===== src/rtl/vector_dispatch_pkg.sv =====
// Shared widths for the scalar-to-vector dispatch path.
package vector_dispatch_pkg;

    localparam int unsigned DATA_FROM_SCALAR_DEF = 96;
    localparam int unsigned INSTRUCTION_BITS_DEF = 32;

    // Instruction field occupies the top bits of each entry
    localparam int unsigned INSTR_FIELD_MSB = DATA_FROM_SCALAR_DEF - 1;
    localparam int unsigned INSTR_FIELD_LSB = DATA_FROM_SCALAR_DEF - INSTRUCTION_BITS_DEF;

endpackage


===== src/rtl/vector_instr_queue.sv =====
// FIFO between the scalar core and the vector dispatch scoreboard; the head is
// presented first-word-fall-through and gated to zero when the queue is empty.
module vector_instr_queue
    import vector_dispatch_pkg::*;
#(
    parameter int unsigned DATA_FROM_SCALAR  = DATA_FROM_SCALAR_DEF,
    parameter int unsigned INSTRUCTION_BITS  = INSTRUCTION_BITS_DEF,
    parameter int unsigned DEPTH             = 4,
    parameter int unsigned ALMOST_FULL_LEVEL = 3
) (
    input  logic                          clk,
    input  logic                          rst,
    input  logic                          push,
    input  logic [DATA_FROM_SCALAR-1:0]   data_in,
    output logic                          ready_scalar,
    output logic                          almost_full,
    input  logic                          flush,
    output logic                          valid_fifo,
    output logic [DATA_FROM_SCALAR-1:0]   instruction_to_issue,
    input  logic                          pop_data,
    output logic [$clog2(DEPTH):0]        count,
    output logic                          overflow_err,
    output logic                          underflow_err
);

    localparam int unsigned IDX_W = $clog2(DEPTH);
    localparam int unsigned PTR_W = IDX_W + 1;

    logic [DATA_FROM_SCALAR-1:0] mem [DEPTH];

    logic [PTR_W-1:0] wr_ptr;
    logic [PTR_W-1:0] rd_ptr;
    logic [PTR_W-1:0] count_q;

    logic empty;
    logic full;
    logic push_acc;
    logic pop_acc;

    // Wrap bit distinguishes full from empty when the index bits match
    assign empty    = (wr_ptr == rd_ptr);
    assign full     = (wr_ptr[IDX_W-1:0] == rd_ptr[IDX_W-1:0]) &&
                      (wr_ptr[IDX_W] != rd_ptr[IDX_W]);
    assign push_acc = push && !full;
    assign pop_acc  = pop_data && !empty;

    // Pointer and occupancy registers; flush outranks push and pop
    always_ff @(posedge clk) begin
        if (rst) begin
            wr_ptr  <= '0;
            rd_ptr  <= '0;
            count_q <= '0;
        end else if (flush) begin
            wr_ptr  <= '0;
            rd_ptr  <= '0;
            count_q <= '0;
        end else begin
            if (push_acc) begin
                wr_ptr <= wr_ptr + PTR_W'(1);
            end
            if (pop_acc) begin
                rd_ptr <= rd_ptr + PTR_W'(1);
            end
            case ({push_acc, pop_acc})
                2'b10:   count_q <= count_q + PTR_W'(1);
                2'b01:   count_q <= count_q - PTR_W'(1);
                default: count_q <= count_q;
            endcase
        end
    end

    // Sticky protocol-violation flags survive flush
    always_ff @(posedge clk) begin
        if (rst) begin
            overflow_err  <= 1'b0;
            underflow_err <= 1'b0;
        end else begin
            if (push && full) begin
                overflow_err <= 1'b1;
            end
            if (pop_data && empty) begin
                underflow_err <= 1'b1;
            end
        end
    end

    // Storage is intentionally not reset
    always_ff @(posedge clk) begin
        if (!rst && !flush && push_acc) begin
            mem[wr_ptr[IDX_W-1:0]] <= data_in;
        end
    end

    assign instruction_to_issue = empty ? '0 : mem[rd_ptr[IDX_W-1:0]];
    assign valid_fifo           = !empty;
    assign ready_scalar         = !full;
    assign count                = count_q;
    assign almost_full          = (count_q >= PTR_W'(ALMOST_FULL_LEVEL));

endmodule


===== config.mk =====
export PLATFORM = sky130hd
export DESIGN_NAME = vector_instr_queue
export DESIGN_NICKNAME = d
export VERILOG_FILES = /design/src/rtl/vector_dispatch_pkg.sv /design/src/rtl/vector_instr_queue.sv
export SDC_FILE = /design/constraint.sdc
export NUM_CORES = 1
export LEC_CHECK = 0
export ABC_CLOCK_PERIOD_IN_PS = 5400
export BUFFER_PORTS_ARGS = -buffer_cell sky130_fd_sc_hd__buf_2
export CAP_MARGIN = 20
export CORE_ASPECT_RATIO = 0.5
export CORE_UTILIZATION = 57
export CTS_BUF_LIST = sky130_fd_sc_hd__clkbuf_4 sky130_fd_sc_hd__clkbuf_8 sky130_fd_sc_hd__clkbuf_16
export CTS_CLUSTER_SIZE = 30
export DETAILED_ROUTE_END_ITERATION = 6
export PLACE_DENSITY = 0.78
export SYNTH_ARGS = -nofsm -noshare
export SYNTH_HDL_FRONTEND = slang
export SYNTH_SLANG_ARGS = --single-unit

===== constraint.sdc =====
create_clock -name clk -period 5.4 [get_ports clk]
set_input_delay 0 -clock clk [delete_from_list [all_inputs] [get_ports clk]]
set_output_delay 0 -clock clk [all_outputs]
set_load 0.1 [all_outputs]

==> results.tsv, run 1 <==
metric	value	unit
worst_ep_required_time	5.40	ns
gp_congestion	0.842	
row_count	42	
die_x	234	um
dpl.hpwl	16800	um
drt-total-wl	29900	um
grt_pass1_vias	8187	
cts_root_buf	clkbuf_16	
crit_path_start_kind	register	
cts_hold_buf	101	
total_power	6.77	mW
rsz0062_at_grt	false	
regArea	11800	um^2
postRouteAntennaNets	0	
fill_cells	1583	
fin_crit_sh	56.5	%
clkTransAtPathRegs	0.07	ns
yosysWarnings	0	
grt_pass1_wl	46200	um
synth_seq_cells	397	
yosysSeqAreaShare	76.8	%
vdd_drop_max	175	uV
remaining_drc_errors	6	
final_layout_size_suffix_gt1_share	35.8	%
cts_tree	built	
clock_skew	0.0134	ns
slew_violations	0	
endpoint_kind	output port	
power_leakage	6.62	nW
htreeDepth	2	
path_class	reg -> out	
outcome	finished with violations	
cts_buffer_depth	3	
cp.arrival	3.05	ns
core_area	26400	um^2
min_path_type	in -> reg	
cpPeakStageDelay	0.70	ns
wire_per_inst	21.3	um
synthTopCellsByArea	edfxtp_1 75%, mux4_2 14%, and2_1 4.0%, dfxtp_1 1.7%, buf_2 0.62%	
overflow	0	
cpMaxStageDelayCell	buf_4	
syn_area	15400	um^2
chipHeight	118	um
cts_resized	0	
dieArea	27600	um^2
initial_core_util	58.1	%
relSlewSlack	34.1	%
grt_start_max_net_pins	98	
gr-usage-all-layers	22.3	%
syn-num-nets	818	
drt-initial-drc-count	694	
synthCells	710	
worst_pin_slew	0.982	ns
finalSetupTns	0	ns
synth_cell_types	35	
nets	1133	
finalSetupViolations	0	
cts_setup_buffers	0	
clock_latency	0.51	ns
syn_to_final_growth	23.8	%
hold_violations	0	
dr.pass1.iters	7	
cap_violations	0	
violations	DRC	
crit_fanout	97	
antenna_found_initial	2	
max_freq	328	MHz
vias_per_cell	5.59	
via_count	7838	
avgSynthCellArea	21.6	um^2
crit_chain	xnor2_1 -> nand3_4 -> buf_4 -> and2_1 -> buf_2	
synth_top_cell_by_area	edfxtp_1	
multi_input_area	3360	um^2
numPortBuffers	204	
final.min_clock_period	3.05	ns
cts_buffers	35	
synth_top_area_share	75.1	%
cts.sink_count	397	
num_io_pins	205	
cellPowerDensity	356	nW/um^2
[synth_stat cells]
| cell type | count |
|---|---|
| a211o_1 | 1 |
| a211oi_1 | 1 |
| a21o_1 | 1 |
| a21oi_1 | 6 |
| a311o_1 | 1 |
| a31oi_1 | 4 |
| a41oi_1 | 2 |
| and2_1 | 97 |
| and3_1 | 7 |
| buf_2 | 19 |
| buf_6 | 7 |
| clkbuf_1 | 13 |
| dfxtp_1 | 13 |
| edfxtp_1 | 384 |
| fa_1 | 1 |
| ha_1 | 6 |
| inv_1 | 5 |
| mux4_2 | 96 |
| nand2_1 | 4 |
| nand2b_1 | 2 |
| nand3_1 | 6 |
| nand3_2 | 1 |
| nand4_1 | 5 |
| nand4bb_1 | 1 |
| nor2_1 | 5 |
| nor3b_1 | 3 |
| nor4b_1 | 4 |
| o211ai_1 | 2 |
| o21ai_0 | 3 |
| or2_0 | 1 |
| or3_1 | 1 |
| xnor2_1 | 2 |
| xnor2_2 | 1 |
| xor2_1 | 4 |
| xor2_2 | 1 |
[registers in the layout, summed over array words and instances (netlist names), named ones only]
name           cells
underflow_err      1
rd_ptr             3
wr_ptr             3
count              3
overflow_err       1
mem              384
[metal layers]
| layer | part of all wire, % | GRT usage (%) |
|---|---|---|
| met1 | 40 | 30.5 |
| met4 | 1.7 | 5.72 |
| met5 | 0 | 0 |
| met2 | 53 | 37.8 |
| met3 | 4.7 | 3.71 |
[worst max-delay path: cells and delay by family, from the launching register on]
kind                      cells  cell delay [ns]
xor gates and xnor gates      1             0.37
and+or+nand+nor               2             0.44
buffers and inverters         2             1.15
DFF                           1             0.51
[cell usage in the layout (no fill, tap or decap), types with 6 or more instances in the layout]
cell type / n
dlygate4sd3_1: 101
buf_2: 204
nand3_1: 6
edfxtp_1: 384
ha_1: 6
and2_1: 97
buf_4: 10
clkbuf_16: 37
bufinv_16: 7
dfxtp_1: 11
a21oi_1: 6
clkinv_1: 6
mux4_2: 96
[final cells by class]
cell class              instances  area share (%)
diodes                          2          0.0263
flip-flops and latches        397            62.1
well taps                     352            2.32
multi-input cells             269            17.7
inverters                       5          0.0987
repair buffers                317            11.3
clock inverters                19            1.45
clock buffers                  42            5.07
[where the power goes]
group	internal (mW)	switching (mW)
sequential	3.41	0.0167
clock	1.61	1.05
combinational	0.182	0.501
[logic make-up after synthesis]
kind of cell	Yosys count	synth area share, %
AOI/OAI and AO/OA	21	0.888
xor gates and xnor gates	8	0.554
muxes	96	14.1
adders and majority gates	7	0.619
DFF	397	76.8
buffers and inverters	44	1.57
and+or+nand+nor	137	5.53
[worst paths after layout]
path | from | end | slack [ns] | cells past startpoint
min reg2reg | underflow_err | underflow_err | 0.50 | 2
max | wr_ptr[1] | instruction_to_issue[28] | 2.35 | 5
min | data_in[72] | mem[2][72] | 0.24 | 2
max reg2reg | wr_ptr[1] | mem[1][79] | 2.45 | 4
[per-stage QoR]
stage / worst slack, ns / std cells / util [%] / cell area, um^2 / hold WS [ns]
after floorplan: 1.66 / 710 / - / 15400 / 0.0989
after global placement: 2.26 / 1237 / 63.3 / 16700 / 0.211
after detailed placement: 2.35 / 1238 / 63.4 / 16700 / 0.218
after CTS: 2.25 / 1400 / 71.9 / 19000 / 0.215
after global routing: 2.15 / 1403 / 71.9 / 19000 / 0.232
final: 2.35 / 1403 / 71.9 / 19000 / 0.242
Power figures use the tool's default switching activity.
==> run 2, diff against run 1 <==
- ABC_CLOCK_PERIOD_IN_PS: 5400 -> 3200
- clock period: 5.4 -> 3.2 ns (I/O delays scaled with it)
==> run 2 against run 1 <==
  * Global-route usage is 0.32 points higher
  * Largest power group unchanged
  * Setup slack worse by 2.0 ns
  * Critical endpoint is now instruction_to_issue[47]
  * The flow still finishes with violations (DRC)
  * Die area stayed put
  * Clock power is 54% higher
  * Critical path type unchanged
  * Core utilization is 0.062 points higher
  * Largest cell class unchanged
==> results.tsv, run 2 (same netlist as run 1, synthesis figures left out) <==
metric	value	unit	change
outcome	finished with violations		
violations	DRC		
row_count	42		unchanged
grt_pass1_vias	8305		+1.4%
worst_pin_slew	0.925	ns	-0.0576 ns
cts_setup_buffers	0		unchanged
largest_reg_flops	384		unchanged
layout_commonest_cell	edfxtp_1		
cap_violations	0		unchanged
cp.arrival	2.83	ns	-0.22 ns
grt_start_max_net_pins	98		unchanged
reg2reg_from	wr_ptr[1]		
rr_endpoint	count[2]		
clock_latency	0.52	ns	about the same
clock_skew	0.0138	ns	+0.000383 ns
syn_to_final_growth	23.9	%	about the same
min_to	mem[3][56]		
cts_tree	built		
max_freq	353	MHz	
gp_congestion	0.832		-1.2%
crit_fanout	97		unchanged
nets	1141		+0.71%
r2r_cells	9		+5
worstHoldStart	data_in[56]		
power_leakage	6.62	nW	about the same
finalSetupTns	0	ns	unchanged
cts_buffers	35		unchanged
crit_start	wr_ptr[0]		
hold_slack	0.226	ns	-0.0158 ns
htreeDepth	2		unchanged
use_met1	29.7	%	-0.80 points
globalRouteMet3Util	4.36	%	+0.65 points
wire_per_inst	21.3	um	+0.25%
hold_violations	0		unchanged
initial_core_util	58.1	%	unchanged
dr.pass1.iters	7		unchanged
fin_crit_sh	88.5	%	
grtUsageMet2	38.3	%	+0.52 points
crit_path_start_kind	register		
die_x	234	um	unchanged
worst_ep_required_time	3.20	ns	-2.20 ns
whs_path_depth	2		unchanged
postRouteAntennaNets	0		unchanged
remaining_drc_errors	5		-1
endpoint_kind	output port		
most-common-layout-cells	384 x edfxtp_1, 204 x buf_2, 101 x dlygate4sd3_1		
numPortBuffers	204		unchanged
gr-usage-all-layers	22.6	%	+0.32 points
final_layout_size_suffix_gt1_share	36.3	%	+0.43 points
min_path_type	in -> reg		
drt-total-wl	30100	um	+0.82%
busiest_layer	met2		
final.min_clock_period	2.83	ns	
antenna_found_initial	3		+1
relSlewSlack	37.9	%	+3.9 points
clkTransAtPathRegs	0.07	ns	about the same
dpl.hpwl	17400	um	+3.7%
dieArea	27600	um^2	unchanged
cellPowerDensity	580	nW/um^2	+63%
finalSetupViolations	0		unchanged
vdd_drop_max	500	uV	+190%
cts_buffer_depth	3		unchanged
ff2ff_setup_slack	0.47	ns	-1.98 ns
cts_root_buf	clkbuf_16		
num_io_pins	205		unchanged
vias_per_cell	5.63		+0.74%
cts.sink_count	397		unchanged
fill_cells	1526		-3.6%
via_count	7941		+1.3%
path_class	reg -> out		
slew_violations	0		unchanged
drt-initial-drc-count	637		-8.2%
core_area	26400	um^2	unchanged
chipHeight	118	um	unchanged
rsz0062_at_grt	false		
grt_pass1_wl	46700	um	+1.0%
overflow	0		unchanged
run 2: cell types whose count changed in the layout (fill, tap and decap cells not counted), moves of 2 or more:
cell / previous run / this run
buf_12: 1 / 9
bufinv_16: 7 / 2
clkinv_2: 3 / 6
clkbuf_4: 5 / 7
run 2: per-layer routing:
metal | wire length [um] | vias up
met5 | 0 | -
met4 | 692 | 0
met3 | 1510 | 52
met2 | 15700 | 240
met1 | 12200 | 4111
li1 | - | 3538
run 2: metrics by stage:
stage | cells | cell area [um^2] | utilization (%) | power [mW] | setup WS (ns)
floorplan | 710 | 15400 | - | 6.70 | 0.350
global placement | 1247 | 16900 | 63.9 | 6.93 | 0.541
detailed placement | 1247 | 16900 | 63.9 | 6.95 | 0.498
CTS | 1408 | 19000 | 71.9 | 11.1 | 0.149
global route | 1411 | 19000 | 72.0 | 11.4 | 0.166
finish | 1411 | 19000 | 72.0 | 11.0 | 0.369
run 2: how the worst max path moves through the flow:
stage / endpoint / slack [ns] / cells after the start
finish: instruction_to_issue[47] / 0.37 / 6
global route: instruction_to_issue[47] / 0.17 / 6
CTS: instruction_to_issue[47] / 0.15 / 6
detailed placement: count[2] / 0.50 / 9
global placement: count[2] / 0.54 / 9
floorplan: count[2] / 0.35 / 10
run 2: worst max-delay path: stages (launching register included):
cell	delay (ns)
dfxtp_1	0.51
xnor2_1	0.26
buf_4	0.24
nand3_4	0.08
buf_6	0.50
and2_1	0.27
buf_2	0.44
run 2: cell type report:
type | instances | area, um^2 | area share (%)
antenna | 3 | 7.51 | 0.0395
clock buffer | 44 | 978 | 5.14
clock inverter | 16 | 125 | 0.658
inverter | 5 | 18.8 | 0.0986
multi-input combinational | 269 | 3360 | 17.7
sequential | 397 | 11800 | 62.0
tap | 352 | 440 | 2.31
timing repair buffer | 325 | 2300 | 12.1
run 2: report_power, final:
part,switching [mW],internal [mW]
clock,1.76,2.33
sequential,0.0235,5.75
combinational,0.849,0.316
total,2.63,8.40
run 2: timing repair:
action | 4_1_cts | 5_1_grt
hold endpoints to repair | 394 | 0
setup endpoints to repair | 0 | 41
hold buffers | 101 | 0
resized for setup | 0 | 1
